### src/rtl/param_gpio_sequencer.sv
// param_gpio_sequencer
//
// Avalon-MM master for the 1-bit parameter GPIO. It sends a parameter word
// MSB-first, one bit at a time. Each bit is written to the GPIO data
// register. The block then waits for the remote end to acknowledge the bit
// with a falling edge on in_port, which the GPIO reports through edge capture
// and irq. When the command ends, the line is parked at IDLE_LEVEL, in_port is
// read back, and a one-cycle response is issued.
//
// Ports
//   clk, reset_n          single clock, synchronous active-low reset
//   cmd_valid/cmd_ready   command handshake (accepted only in IDLE)
//   cmd_data, cmd_len     word and bit count (1..32, MSB at bit cmd_len-1)
//   timeout_cycles        per-bit acknowledge timeout, 0 = wait forever
//   rsp_valid             one-cycle completion pulse, no backpressure
//   rsp_error/bits/line   timeout-or-bad-length flag, bits acknowledged,
//                         in_port level read back at the end
//   busy                  high whenever not IDLE
//   m_address, m_chipselect, m_write_n, m_writedata, m_readdata
//                         GPIO slave port (registered bus outputs)
//   gpio_irq              GPIO irq output (edge capture & mask)
module param_gpio_sequencer #(
  parameter logic IDLE_LEVEL = 1'b1,
  parameter int   TMO_W      = 16
) (
  input  logic             clk,
  input  logic             reset_n,
  input  logic             cmd_valid,
  output logic             cmd_ready,
  input  logic [31:0]      cmd_data,
  input  logic [5:0]       cmd_len,
  input  logic [TMO_W-1:0] timeout_cycles,
  output logic             rsp_valid,
  output logic             rsp_error,
  output logic [5:0]       rsp_bits,
  output logic             rsp_line,
  output logic             busy,
  output logic [2:0]       m_address,
  output logic             m_chipselect,
  output logic             m_write_n,
  output logic [31:0]      m_writedata,
  input  logic [31:0]      m_readdata,
  input  logic             gpio_irq
);

  localparam logic [2:0]       ADDR_DATA = 3'd0;
  localparam logic [2:0]       ADDR_MASK = 3'd2;
  localparam logic [2:0]       ADDR_EDGE = 3'd3;
  localparam logic [TMO_W-1:0] TMO_ONE   = {{(TMO_W-1){1'b0}}, 1'b1};

  typedef enum logic [3:0] {
    S_INIT_MASK, S_INIT_PARK, S_IDLE, S_CLR0, S_DRIVE, S_WAIT,
    S_CLR, S_PARK, S_SAMPLE_A, S_SAMPLE_C, S_DONE
  } state_t;

  state_t           state_reg;
  logic [31:0]      shift_reg;     // word left-aligned so the current bit is always [31]
  logic [5:0]       len_reg;
  logic [5:0]       bit_cnt_reg;
  logic [TMO_W-1:0] tmo_lim_reg;
  logic [TMO_W-1:0] tmo_cnt_reg;
  logic             err_reg;

  logic [2:0]       addr_reg;
  logic             cs_reg;
  logic             wr_n_reg;
  logic [31:0]      wdata_reg;
  logic             rsp_valid_reg;
  logic             rsp_error_reg;
  logic [5:0]       rsp_bits_reg;
  logic             rsp_line_reg;

  logic             len_ok;
  logic [5:0]       align_sh;
  logic [5:0]       bit_cnt_inc;
  logic             unused_rdata;

  assign len_ok       = (cmd_len != 6'd0) && (cmd_len <= 6'd32);
  assign align_sh     = 6'd32 - cmd_len;
  assign bit_cnt_inc  = bit_cnt_reg + 6'd1;
  assign unused_rdata = ^m_readdata[31:1];

  // Bus and response outputs are registered on entry to the state that owns
  // them. As a result, a write is visible during the cycle the FSM spends in
  // that state.
  always_ff @(posedge clk) begin
    if (!reset_n) begin
      state_reg     <= S_INIT_MASK;
      shift_reg     <= '0;
      len_reg       <= '0;
      bit_cnt_reg   <= '0;
      tmo_lim_reg   <= '0;
      tmo_cnt_reg   <= '0;
      err_reg       <= 1'b0;
      addr_reg      <= ADDR_DATA;
      cs_reg        <= 1'b0;
      wr_n_reg      <= 1'b1;
      wdata_reg     <= '0;
      rsp_valid_reg <= 1'b0;
      rsp_error_reg <= 1'b0;
      rsp_bits_reg  <= '0;
      rsp_line_reg  <= 1'b0;
    end else begin
      // Bus idles unless the next state issues an access.
      addr_reg      <= ADDR_DATA;
      cs_reg        <= 1'b0;
      wr_n_reg      <= 1'b1;
      wdata_reg     <= '0;
      rsp_valid_reg <= 1'b0;

      case (state_reg)
        // INIT_MASK spans two cycles. The first one after reset has an idle
        // bus. The second presents the mask write. cs_reg tells the two apart.
        S_INIT_MASK: begin
          cs_reg   <= 1'b1;
          wr_n_reg <= 1'b0;
          if (!cs_reg) begin
            addr_reg  <= ADDR_MASK;
            wdata_reg <= 32'd1;
          end else begin
            addr_reg  <= ADDR_DATA;
            wdata_reg <= {31'd0, IDLE_LEVEL};
            state_reg <= S_INIT_PARK;
          end
        end

        S_INIT_PARK: state_reg <= S_IDLE;

        S_IDLE: begin
          if (cmd_valid) begin
            if (len_ok) begin
              shift_reg   <= cmd_data << align_sh;
              len_reg     <= cmd_len;
              tmo_lim_reg <= timeout_cycles;
              bit_cnt_reg <= '0;
              err_reg     <= 1'b0;
              addr_reg    <= ADDR_EDGE;
              cs_reg      <= 1'b1;
              wr_n_reg    <= 1'b0;
              wdata_reg   <= 32'd1;
              state_reg   <= S_CLR0;
            end else begin
              rsp_valid_reg <= 1'b1;
              rsp_error_reg <= 1'b1;
              rsp_bits_reg  <= '0;
              state_reg     <= S_DONE;
            end
          end
        end

        S_CLR0: begin
          cs_reg    <= 1'b1;
          wr_n_reg  <= 1'b0;
          wdata_reg <= {31'd0, shift_reg[31]};
          state_reg <= S_DRIVE;
        end

        S_DRIVE: begin
          tmo_cnt_reg <= tmo_lim_reg;
          state_reg   <= S_WAIT;
        end

        // Acknowledge wins over an expiring timeout in the same cycle. The
        // check against 1 makes WAIT last exactly timeout_cycles cycles.
        S_WAIT: begin
          if (gpio_irq) begin
            addr_reg  <= ADDR_EDGE;
            cs_reg    <= 1'b1;
            wr_n_reg  <= 1'b0;
            wdata_reg <= 32'd1;
            state_reg <= S_CLR;
          end else if ((tmo_lim_reg != '0) && (tmo_cnt_reg <= TMO_ONE)) begin
            err_reg   <= 1'b1;
            cs_reg    <= 1'b1;
            wr_n_reg  <= 1'b0;
            wdata_reg <= {31'd0, IDLE_LEVEL};
            state_reg <= S_PARK;
          end else if (tmo_cnt_reg != '0) begin
            tmo_cnt_reg <= tmo_cnt_reg - TMO_ONE;
          end
        end

        S_CLR: begin
          bit_cnt_reg <= bit_cnt_inc;
          shift_reg   <= shift_reg << 1;
          cs_reg      <= 1'b1;
          wr_n_reg    <= 1'b0;
          if (bit_cnt_inc == len_reg) begin
            wdata_reg <= {31'd0, IDLE_LEVEL};
            state_reg <= S_PARK;
          end else begin
            // The shift lands at this same edge, so the next bit is still at [30].
            wdata_reg <= {31'd0, shift_reg[30]};
            state_reg <= S_DRIVE;
          end
        end

        // The read is an address-0 cycle with chipselect low. The GPIO returns
        // registered data during SAMPLE_C.
        S_PARK: begin
          addr_reg  <= ADDR_DATA;
          state_reg <= S_SAMPLE_A;
        end

        S_SAMPLE_A: state_reg <= S_SAMPLE_C;

        S_SAMPLE_C: begin
          rsp_line_reg  <= m_readdata[0];
          rsp_valid_reg <= 1'b1;
          rsp_error_reg <= err_reg;
          rsp_bits_reg  <= bit_cnt_reg;
          state_reg     <= S_DONE;
        end

        S_DONE: state_reg <= S_IDLE;

        default: state_reg <= S_INIT_MASK;
      endcase
    end
  end

  assign cmd_ready    = (state_reg == S_IDLE);
  assign busy         = (state_reg != S_IDLE);
  assign m_address    = addr_reg;
  assign m_chipselect = cs_reg;
  assign m_write_n    = wr_n_reg;
  assign m_writedata  = wdata_reg;
  assign rsp_valid    = rsp_valid_reg;
  assign rsp_error    = rsp_error_reg;
  assign rsp_bits     = rsp_bits_reg;
  assign rsp_line     = rsp_line_reg;

endmodule
### config.mk
export PLATFORM = sky130hd
export DESIGN_NAME = param_gpio_sequencer
export DESIGN_NICKNAME = d
export VERILOG_FILES = /design/src/rtl/param_gpio_sequencer.sv
export SDC_FILE = /design/constraint.sdc
export NUM_CORES = 1
export LEC_CHECK = 0
export ABC_AREA = 0
export CAP_MARGIN = 10
export CORE_UTILIZATION = 25
export CTS_CLUSTER_SIZE = 25
export DETAILED_ROUTE_END_ITERATION = 12
export PLACE_DENSITY = 0.48
export SYNTH_ARGS = -nofsm -noshare
export SYNTH_HDL_FRONTEND = slang
export SYNTH_SLANG_ARGS = --single-unit
### constraint.sdc
create_clock -name clk -period 4.5 [get_ports clk]
set_input_delay 0.675 -clock clk [delete_from_list [all_inputs] [get_ports clk]]
set_output_delay 0.675 -clock clk [all_outputs]
set_load 0.05 [all_outputs]
**Yosys cells after proc, flatten, opt, wreduce, memory -nomap -nowiden**

Cells that the tools add are included.
W data, S select, Z words.

- Word-level logic and storage cells: 111
- Output and inout port bits: 48
- Register bits: 127
- Bits of input ports: 90

- Mux-type cells: 51
- Equality and inequality tests: 21
- Shift operators: 1
- Add/subtract/negate cells: 3
- $lt $le $gt $ge: 2
- Reduce and logical (&&, ||, !) cells: 18

Operator list:

| cell | count |
|---|---|
| $mux W32 | 2 |
| $pmux W32 S2 | 1 |
| $mux W16 | 3 |
| $pmux W4 S10 | 1 |
| $pmux W16 S2 | 1 |
| $reduce_bool A16 Y1 | 2 |
| $shl A32 B6 Y32 | 1 |
| $mux W6 | 4 |
| $pmux W6 S2 | 2 |
| $mux W1 | 20 |
| $mux W4 | 5 |
| $eq A4 B3 Y1 const B | 4 |
| $le A16 B1 Y1 const B | 1 |
| $sub A16 B1 Y16 const B | 1 |
| $ne A2 B2 Y1 const B | 7 |
| $eq A4 B4 Y1 const B | 3 |
| $reduce_and A3 Y1 | 4 |
| $mux W2 | 5 |
| $eq A4 B2 Y1 const B | 2 |
| $reduce_bool A2 Y1 | 4 |
| $add A6 B1 Y6 const B | 1 |
| $eq A6 B6 Y1 | 1 |
| $le A6 B6 Y1 const B | 1 |
| $pmux W1 S2 | 3 |
| other kinds (15) | 17 |

**Depth between registers and ports, before layout**

Gate-level depths: netlist (run 1).

- Depth after elaboration: 5
- Mapped depth: 11
- Depth with buffers taken out: 7

**Worst setup path before layout (run 1)**

OpenSTA, ideal clock, no wires.

- Path kind: input to register
- From: input cmd_len[0]
- To: register shift_reg[30]
- Path buffers: 4
- Library setup time: 0.124 ns
- Data required time: 4.376 ns
- Arrival: 3.010 ns
- Slack: 1.366 ns
- Stages on the path: 10
- Path through: buf_4 > buf_4 > inv_1 > ha_1 > buf_2 > buf_1 > mux4_2 > mux4_2 > a221oi_1 > a21oi_1

- Longest elaborated chain between the ends: 5
- Elaborated cells on any way between the ends: 10
- Those cells by class: 1 x add/sub; 1 x order compare; 1 x eq/ne; 1 x shift; 3 x mux; 3 x reduce/logical

RTL lines:

| item | line | source |
|---|---|---|
| start, declared | 31 | `input logic [5:0] cmd_len,` |
| $sub A6 B6 Y6 | 79 | `assign align_sh = 6'd32 - cmd_len;` |
| $shl A32 B6 Y32 | 132 | `shift_reg <= cmd_data << align_sh;` |
| $mux W32 | 131 | `if (len_ok) begin` |
| $mux W32 | 130 | `if (cmd_valid) begin` |
| $pmux W32 S2 | 111 | `case (state_reg)` |
| end signal, assigned | 132 |  |
| end signal, assigned | 185 | `shift_reg <= shift_reg << 1;` |
| end, declared | 57 | `logic [31:0] shift_reg;` |

Several ways; a longest one is shown, not always the timed one. The select of a mux whose other input is x is not followed.
A chain may end at the register's enable or synchronous reset.

**Worst setup path after layout (run 1)**

- From: input cmd_len[2]
- To: register shift_reg[30]

Same word-level chain as after synthesis.

==> results.py, run 1 <==
metrics = {
    "synth": {
        "yosys_warnings": 0,
        "synth_edf_count": 0,
        "avgSynthCellArea_um2": 8.57,
        "ys_ff_latch": 95,
        "ys.flop_type": "dfxtp_1",
        "syn_area_mm2": 0.00650,
        "yosys.area.top_type": "dfxtp_1",
        "synth-seq-area-share": 0.293,
        "synth_top_area_share": 0.293,
        "syn_inst": 758,
        "yosys-top-cells-area": "dfxtp_1 (29%), mux4_2 (13%), nand2_1 (5.7%), a21oi_1 (4.9%), buf_4 (4.5%)",
        "ys_types": 69,
        "synth-async-reset-ratio": 0,
    },
    "timing": {
        "report.final.setup_viol": 0,
        "hold_violations": 0,
        "grt_setup_unrepaired": "false",
        "period_needed_ns": 3.16,
        "tightest_slew_ns": 1.11,
        "tns_ns": 0,
        "max_freq_ghz": 0.316,
        "slew_headroom": 0.258,
        "fin_crit_sh": 0.703,
        "finClkSkew_ns": 0.00549,
        "drv_slew": 0,
    },
    "clocking": {
        "clk_pin_slew_ns": 0.07,
        "cts_htree_levels": 3,
        "ctsResizeCount": 0,
        "holdBufCountCts": 0,
        "cts_made_buffers": 9,
        "clk_latency_ns": 0.35,
        "clock_sinks": 95,
        "postCtsSetupRepairBufs": 0,
        "cts_tree": "yes",
        "clock-root-buffer": "clkbuf_16",
        "clock_path_buffers": 2,
    },
    "routing": {
        "via_per_inst": 5.13,
        "drtPass1Iterations": 5,
        "drt_iter0_drc": 402,
        "avgRoutedWirePerCell_um": 16.6,
        "vias": 5782,
        "wl_um": 18800,
        "ant_nets": 0,
        "drcViolationCount": 0,
    },
    "flow_run": {
        "maxCapViolCount": 0,
    },
    "global_route": {
        "antenna_found_initial": 0,
        "grt_start_max_net_pins": 63,
        "grt_first_pass_wirelength_um": 30800,
        "track_usage": 0.145,
        "grt_pass1_vias": 5626,
        "grt_overflow_total": 0,
    },
    "critical_path": {
        "cp_slowest_cell": "xor2_1",
        "reg2reg_from": "state_reg[0]",
        "rr_worst_depth": 5,
        "required_ns": 4.78,
        "path_buf_inv": 2,
        "rr_endpoint": "bit_cnt_reg[3]",
        "reg2reg_slack_ns": 1.78,
        "path_max_fanout": 10,
        "startpoint_type": "input port",
        "cp_top_family": "buffers and inverters",
        "crit_path_cell_trace": "clkdlybuf4s50_1 -> nor4b_2 -> xor2_1 -> o21a_1 -> buf_4 -> a221oi_1 -> a21oi_1",
        "cp_data_arrival_time_ns": 3.45,
        "cp_slowest_stage_delay_ns": 0.66,
        "path_class": "input port to register",
        "critPathCaptureType": "register",
    },
    "floorplanning": {
        "dieWidth_um": 163,
        "die_area_mm2": 0.0266,
        "die-height_um": 163,
        "coreArea_mm2": 0.0253,
        "ioPinCount": 138,
        "start_util": 0.256,
        "core.rowCount": 58,
    },
    "finish": {
        "largest_register_ffs": 32,
        "fillers": 2680,
        "diodes": 0,
        "final_cell_area_mm2": 0.00765,
        "syn2layout_area_growth_pct": 17.8,
        "nets": 887,
        "drive_gt1_frac": 0.119,
        "fin_util": 0.302,
    },
    "placement": {
        "io_buffers": 74,
        "dp_hpwl_um": 13400,
        "gp_congestion": 0.819,
        "post_dp_cell_area_mm2": 0.00738,
    },
    "outcome": {
        "status": "finished, final reports clean",
    },
    "hold_path": {
        "holdPathEnd": "tmo_cnt_reg[14]",
        "worstHoldStart": "tmo_cnt_reg[14]",
        "hold_depth": 2,
        "worstHoldPathType": "register to register",
    },
    "power_and_ir_drop": {
        "power.leakage_uw": 0.00265,
        "peakVddDrop_mv": 0.316,
        "p_per_area_mw_per_mm2": 341,
    },
}
[final cells by class]
cell class / count / area, um^2 / share of cell area
inverters: 12 / 45.0 / 0.00589
multi-input cells: 587 / 4170 / 0.545
clock inverters: 4 / 20.0 / 0.00262
clock buffers: 12 / 256 / 0.0335
well taps: 330 / 413 / 0.0540
flip-flops and latches: 95 / 1900 / 0.249
repair buffers: 88 / 848 / 0.111
[worst max path at each step]
| stage | from | end | slack [ns] | cells past startpoint |
|---|---|---|---|---|
| after global placement | cmd_len[2] | m_address[1] | 0.89 | 6 |
| after detailed placement | cmd_len[2] | m_address[1] | 0.86 | 6 |
| after global routing | cmd_len[2] | m_address[1] | 1.02 | 6 |
| after CTS | cmd_len[2] | m_address[1] | 1.23 | 6 |
| final | cmd_len[2] | shift_reg[30] | 1.34 | 7 |
| after floorplan | cmd_len[0] | shift_reg[30] | 1.37 | 10 |
[cells in the final DEF (no fill, tap or decap), drive strengths merged, types with 16 or more instances in the layout]
cell           netlist  layout
conb                 1      32
nand2               98      98
o21ai               52      52
clkdlybuf4s50        0      72
a21oi               64      64
mux4                38      38
dfxtp               95      95
buf                 65      16
nor2                51      51
a31oi               16      16
[power by group]
group / internal (uW) / leakage [uW] / switching (uW)
Sequential: 914 / 0.000768 / 75.0
Combinational: 345 / 0.00174 / 536
Clock: 402 / 0.000142 / 335
Total: 1660 / 0.00265 / 946
[metrics by stage]
stage | hold WS (ns) | power, uW | setup slack (ns) | instances
detailed placement | 0.459 | 1890 | 0.863 | 1112
CTS | 0.468 | 2630 | 1.23 | 1128
floorplan | 0.432 | 1650 | 1.37 | 789
global route | 0.485 | 2760 | 1.02 | 1128
finish | 0.468 | 2610 | 1.34 | 1128
global placement | 0.449 | 1890 | 0.892 | 1112
[worst reg2reg max path, stage by stage, from the launching register on]
cell and delay (ns):
dfxtp_1 0.56, nor4b_2 0.55, nand2_1 0.26, o21ai_4 0.81, a21boi_0 0.22, o21a_1 0.23
[cell usage after synthesis, types with 4 or more instances]
| library cell | n |
|---|---|
| o32ai_1 | 4 |
| a311o_1 | 6 |
| buf_2 | 17 |
| a211oi_1 | 12 |
| buf_4 | 39 |
| or4_1 | 4 |
| a221oi_1 | 6 |
| nor3_1 | 15 |
| nand3_1 | 13 |
| dfxtp_1 | 95 |
| or3_1 | 8 |
| xnor2_1 | 6 |
| o31ai_1 | 6 |
| o22ai_1 | 11 |
| o211ai_1 | 6 |
| a32oi_1 | 6 |
| nand2_1 | 98 |
| o21ai_0 | 48 |
| a21oi_1 | 64 |
| mux4_2 | 38 |
| a22oi_1 | 15 |
| clkbuf_1 | 30 |
| buf_1 | 7 |
| mux2_2 | 11 |
| ha_1 | 4 |
| xor2_1 | 8 |
| o21a_1 | 6 |
| inv_1 | 12 |
| nand4_1 | 9 |
| and2_1 | 6 |
| nor4_1 | 8 |
| mux2i_1 | 15 |
| a31oi_1 | 16 |
| nor2_1 | 50 |
[cell families after synthesis]
logic type,after synthesis,share of synthesized area
AO/OA/AOI/OAI,232,0.231
XOR/XNOR,17,0.0283
adder cells (fa/ha/maj),4,0.00770
buffers and inverters,107,0.0899
flip-flops,95,0.293
multiplexers,64,0.174
other,1,0.000577
AND/OR/NAND/NOR,238,0.175
[layer usage]
layer	routed length [um]	up-vias	track usage
met4	230	0	0.0378
met5	0	-	0
li1	-	2845	-
met3	739	16	0.0231
met2	8830	148	0.239
met1	8980	2773	0.197
Power figures use the tool's default switching activity.
==> inputs of run 2 (changes only) <==
==> constraint.sdc (replaced) <==
create_clock -name clk -period 2.99 [get_ports clk]
set_input_delay 0.4485 -clock clk [delete_from_list [all_inputs] [get_ports clk]]
set_output_delay 0.4485 -clock clk [all_outputs]
set_load 0.05 [all_outputs]
==> run 2 against run 1 <==
Sequential power increased by 46%. Global-route usage increased by 0.14 points. Routed wire length rose by 3.2%. Clock skew rose by 0.0048 ns. Clock power rose by 80%. Critical path depth shrank 5. First-iteration DRC count fell by 5.0%. Design area rose by 4.6%. Setup slack worse by 0.97 ns. Combinational power increased by 66%. Via count rose by 3.5%. Critical endpoint is now cmd_ready. Largest cell class unchanged.
==> results.py, run 2 (synthesis gave the netlist of run 1 again) <==
metrics = {
    "timing": {
        "finClkSkew_ns": 0.0103,
        "tns_ns": 0,
        "fin_crit_sh": 0.875,
        "tightest_slew_ns": 0.748,
        "max_freq_ghz": 0.382,
        "holdWs_ns": 0.459,
        "slew_headroom": 0.501,
        "period_needed_ns": 2.62,
        "hold_violations": 0,
        "grt_setup_unrepaired": "false",
        "report.final.setup_viol": 0,
        "drv_slew": 0,
    },
    "outcome": {
        "status": "finished, final reports clean",
    },
    "floorplanning": {
        "dieWidth_um": 163,
        "coreArea_mm2": 0.0253,
        "die-height_um": 163,
        "die_area_mm2": 0.0266,
        "core.rowCount": 58,
        "start_util": 0.256,
        "ioPinCount": 138,
    },
    "global_route": {
        "antenna_found_initial": 0,
        "track_usage": 0.147,
        "grt_overflow_total": 0,
        "grt_first_pass_wirelength_um": 31100,
        "grt_start_max_net_pins": 63,
        "grt_pass1_vias": 5684,
    },
    "critical_path": {
        "cp_num_cells": 2,
        "cp_top_family": "buffers and inverters",
        "cp_slowest_stage_delay_ns": 0.90,
        "cp_slowest_cell": "clkdlybuf4s50_1",
        "cp_data_arrival_time_ns": 2.17,
        "path_buf_inv": 1,
        "startpoint": "state_reg[3]",
        "path_max_fanout": 12,
        "reg2reg_slack_ns": 0.43,
        "startpoint_type": "register",
        "rr_worst_depth": 5,
        "required_ns": 2.54,
        "reg2reg_from": "tmo_cnt_reg[4]",
        "critPathCaptureType": "output port",
        "path_class": "register to output port",
        "crit_path_cell_trace": "nor4b_2 -> clkdlybuf4s50_1",
    },
    "routing": {
        "ant_nets": 0,
        "wl_um": 19400,
        "via_per_inst": 5.17,
        "drt_iter0_drc": 382,
        "vias": 5987,
        "avgRoutedWirePerCell_um": 16.7,
        "drcViolationCount": 0,
        "drtPass1Iterations": 5,
    },
    "finish": {
        "nets": 916,
        "fillers": 2667,
        "syn2layout_area_growth_pct": 23.2,
        "diodes": 0,
        "layout_commonest_cell": "nand2_1",
        "final_cell_mix": "nand2_1 (98), dfxtp_1 (95), clkdlybuf4s50_1 (72), a21oi_1 (64), nor2_1 (49)",
        "final_cell_area_mm2": 0.00800,
        "largest_register_ffs": 32,
        "drive_gt1_frac": 0.148,
    },
    "power_and_ir_drop": {
        "power.leakage_uw": 0.00284,
        "p_per_area_mw_per_mm2": 529,
        "peakVddDrop_mv": 0.335,
    },
    "clocking": {
        "clk_pin_slew_ns": 0.07,
        "clk_latency_ns": 0.35,
        "clock_path_buffers": 2,
        "postCtsSetupRepairBufs": 0,
        "cts_htree_levels": 3,
        "clock-root-buffer": "clkbuf_16",
        "ctsResizeCount": 0,
        "holdBufCountCts": 0,
        "cts_made_buffers": 9,
        "cts_tree": "yes",
        "clock_sinks": 95,
    },
    "placement": {
        "gp_congestion": 0.850,
        "post_dp_cell_area_mm2": 0.00766,
        "io_buffers": 74,
        "dp_hpwl_um": 14000,
    },
    "hold_path": {
        "hold_depth": 2,
        "worstHoldPathType": "register to register",
        "worstHoldStart": "shift_reg[0]",
    },
    "flow_run": {
        "maxCapViolCount": 0,
    },
}
run 2: cell type report:
cell class | count | area (um^2) | share of cell area
clock buffer | 13 | 250 | 0.0313
inverter | 12 | 45.0 | 0.00563
sequential | 95 | 1900 | 0.238
timing repair buffer | 117 | 1140 | 0.143
multi-input combinational | 587 | 4160 | 0.520
tap | 330 | 413 | 0.0516
clock inverter | 3 | 90.1 | 0.0113
run 2: per-layer routing:
metal,wire [um],global-route usage,vias to the layer above
met5,0,0,-
met1,8910,0.198,2886
li1,-,-,2905
met2,9220,0.241,175
met3,958,0.0236,21
met4,282,0.0391,0
run 2: power breakdown:
group / total (uW) / internal (uW) / switching [uW]
Clock: 1330 / 842 / 491
Sequential: 1440 / 1380 / 65.6
Combinational: 1460 / 588 / 874
Total: 4240 / 2810 / 1430
run 2: worst paths after layout:
| path | to |
|---|---|
| worst max-delay path | cmd_ready |
| worst max register to register | tmo_cnt_reg[9] |
| worst min-delay path | shift_reg[0] |
| worst min register to register | shift_reg[0] |
run 2: per-stage QoR:
step | setup slack (ns) | util | total power [uW] | std cells
3_3_place_gp | 0.0527 | 0.302 | 2930 | 1141
5_1_grt | 0.194 | 0.316 | 4440 | 1157
4_1_cts | 0.342 | 0.316 | 4270 | 1157
2_1_floorplan | 0.0823 | - | 2490 | 789
3_5_place_dp | 0.0463 | 0.302 | 2930 | 1141
6_report | 0.372 | 0.316 | 4240 | 1157
run 2: worst reg2reg max path, cell delays in order, from the launching register on:
cell	delay, ns
dfxtp_1	0.37
or4_1	0.65
nor2_2	0.34
a41oi_2	0.30
o21ai_2	0.58
o22ai_1	0.18
==> inputs of run 3 (changes only) <==
--- a/config.mk
+++ b/config.mk
@@ -7,7 +7,9 @@
 export LEC_CHECK = 0
 export ABC_AREA = 0
 export CAP_MARGIN = 10
+export CORE_MARGIN = 2
 export CORE_UTILIZATION = 25
+export CTS_CLUSTER_DIAMETER = 50
 export CTS_CLUSTER_SIZE = 25
 export DETAILED_ROUTE_END_ITERATION = 12
 export PLACE_DENSITY = 0.48
==> constraint.sdc (replaced) <==
create_clock -name clk -period 2.99 [get_ports clk]
set_input_delay 0.598 -clock clk [delete_from_list [all_inputs] [get_ports clk]]
set_output_delay 0.598 -clock clk [all_outputs]
set_load 0.05 [all_outputs]
==> run 3 against run 2 <==
Sequential power about the same. First-iteration DRC count fell by 0.79%. Design area is 1.8% higher. Largest cell class unchanged. Highest routed layer unchanged. Register-to-register slack worse by 0.03 ns.
==> results.py, run 3 (synthesis gave the netlist of run 1 again) <==
metrics = {
    "critical_path": {
        "startpoint_type": "register",
        "required_ns": 2.39,
        "rr_worst_depth": 5,
        "startpoint": "state_reg[3]",
        "endpoint": "cmd_ready",
        "rr_endpoint": "tmo_cnt_reg[9]",
        "cp_data_arrival_time_ns": 2.19,
        "critPathCaptureType": "output port",
        "path_max_fanout": 12,
        "reg2reg_slack_ns": 0.40,
        "reg2reg_from": "tmo_cnt_reg[4]",
        "path_class": "register to output port",
    },
    "finish": {
        "largest_register_ffs": 32,
        "syn2layout_area_growth_pct": 25.4,
        "fillers": 2712,
        "drive_gt1_frac": 0.166,
        "diodes": 0,
        "multiInputGateArea_mm2": 0.00416,
        "nets": 933,
        "regArea_mm2": 0.00190,
        "layout_commonest_cell": "nand2_1",
        "final_cell_area_mm2": 0.00814,
        "layout.cells.non_filler": 1178,
        "final_cell_mix": "nand2_1 (98), dfxtp_1 (95), clkdlybuf4s50_1 (72), a21oi_1 (64)",
    },
    "placement": {
        "place_ws_ns": -0.123,
        "io_buffers": 74,
        "dp_hpwl_um": 14400,
        "placed_cells": 1163,
        "post_dp_cell_area_mm2": 0.00785,
        "gp_congestion": 0.790,
    },
    "timing": {
        "max_freq_ghz": 0.359,
        "report.final.setup_viol": 0,
        "grt_setup_unrepaired": "false",
        "worst_slack_ns": 0.205,
        "drv_slew": 0,
        "fin_crit_sh": 0.931,
        "slew_headroom": 0.514,
        "holdWs_ns": 0.463,
        "finClkSkew_ns": 0.0119,
        "hold_violations": 0,
        "period_needed_ns": 2.78,
        "tightest_slew_ns": 0.723,
    },
    "routing": {
        "ant_nets": 0,
        "drcViolationCount": 0,
        "drt_iter0_drc": 379,
        "wl_um": 19600,
        "vias": 5972,
        "avgRoutedWirePerCell_um": 16.6,
        "via_per_inst": 5.07,
        "drtPass1Iterations": 5,
    },
    "floorplanning": {
        "core.rowCount": 59,
        "die-height_um": 165,
        "coreArea_mm2": 0.0258,
        "start_util": 0.252,
        "dieWidth_um": 165,
        "ioPinCount": 138,
        "die_area_mm2": 0.0273,
    },
    "clocking": {
        "postCtsSetupRepairBufs": 0,
        "holdBufCountCts": 0,
        "clk_pin_slew_ns": 0.07,
        "cts_made_buffers": 9,
        "clock_path_buffers": 2,
        "clock-root-buffer": "clkbuf_16",
        "ctsResizeCount": 0,
        "cts_htree_levels": 3,
        "clock_sinks": 95,
        "cts_tree": "yes",
        "clk_latency_ns": 0.36,
    },
    "global_route": {
        "antenna_found_initial": 0,
        "track_usage": 0.146,
        "grt_pass1_vias": 5734,
        "grt_first_pass_wirelength_um": 31600,
        "grt_overflow_total": 0,
        "grt_start_max_net_pins": 43,
    },
    "power_and_ir_drop": {
        "p_per_area_mw_per_mm2": 509,
        "peakVddDrop_mv": 0.545,
        "power.leakage_uw": 0.00292,
    },
    "flow_run": {
        "maxCapViolCount": 0,
    },
    "hold_path": {
        "worstHoldPathType": "register to register",
    },
    "outcome": {
        "status": "finished, final reports clean",
    },
}
==> run 3: cell count changes in the layout (fill, tap and decap cells not counted), sizes merged <==
cell,before,now
buf,45,62
bufinv,3,1
clkbuf,13,12
clkinv,0,1
clkinvlp,0,1
==> run 3: layer usage <==
layer	vias to the layer above	wire [um]	GRT usage
met4	0	297	0.0391
met5	-	0	0
met2	145	9530	0.248
met1	2879	9020	0.195
met3	15	737	0.0222
li1	2933	-	-
==> run 3: how the worst min path moves through the flow <==
stage / cells past startpoint / to / startpoint / slack, ns
2_1_floorplan: 2 / shift_reg[0] / shift_reg[0] / 0.43
3_3_place_gp: 2 / shift_reg[0] / shift_reg[0] / 0.45
3_5_place_dp: 2 / shift_reg[0] / shift_reg[0] / 0.45
4_1_cts: 2 / shift_reg[0] / shift_reg[0] / 0.46
5_1_grt: 2 / shift_reg[0] / shift_reg[0] / 0.47
6_report: 2 / shift_reg[0] / shift_reg[0] / 0.46
==> run 3: power breakdown <==
part	switching, uW	internal (uW)
clock	509	689
combinational	884	624
sequential	65.0	1380
total	1460	2690
==> run 3: critical path, stage by stage, from the launching register on <==
cell	delay, ns
dfxtp_1	0.45
nor4b_2	0.48
clkdlybuf4s50_1	0.90
==> run 3: cell type report <==
type	count	area share
Clock buffer	12	0.0315
Clock inverter	3	0.00522
Inverter	12	0.00553
Multi-Input combinational cell	587	0.511
Sequential cell	95	0.234
Tap cell	335	0.0515
Timing Repair Buffer	134	0.162
==> run 3: through the flow <==
stage          setup TNS [ns]  total power (uW)   util
6_report                    0              4150  0.316
5_1_grt                     0              4360  0.316
4_1_cts                     0              4190  0.316
3_5_place_dp           -0.789              2980  0.305
3_3_place_gp           -0.725              2980  0.305
2_1_floorplan               0              2490      -
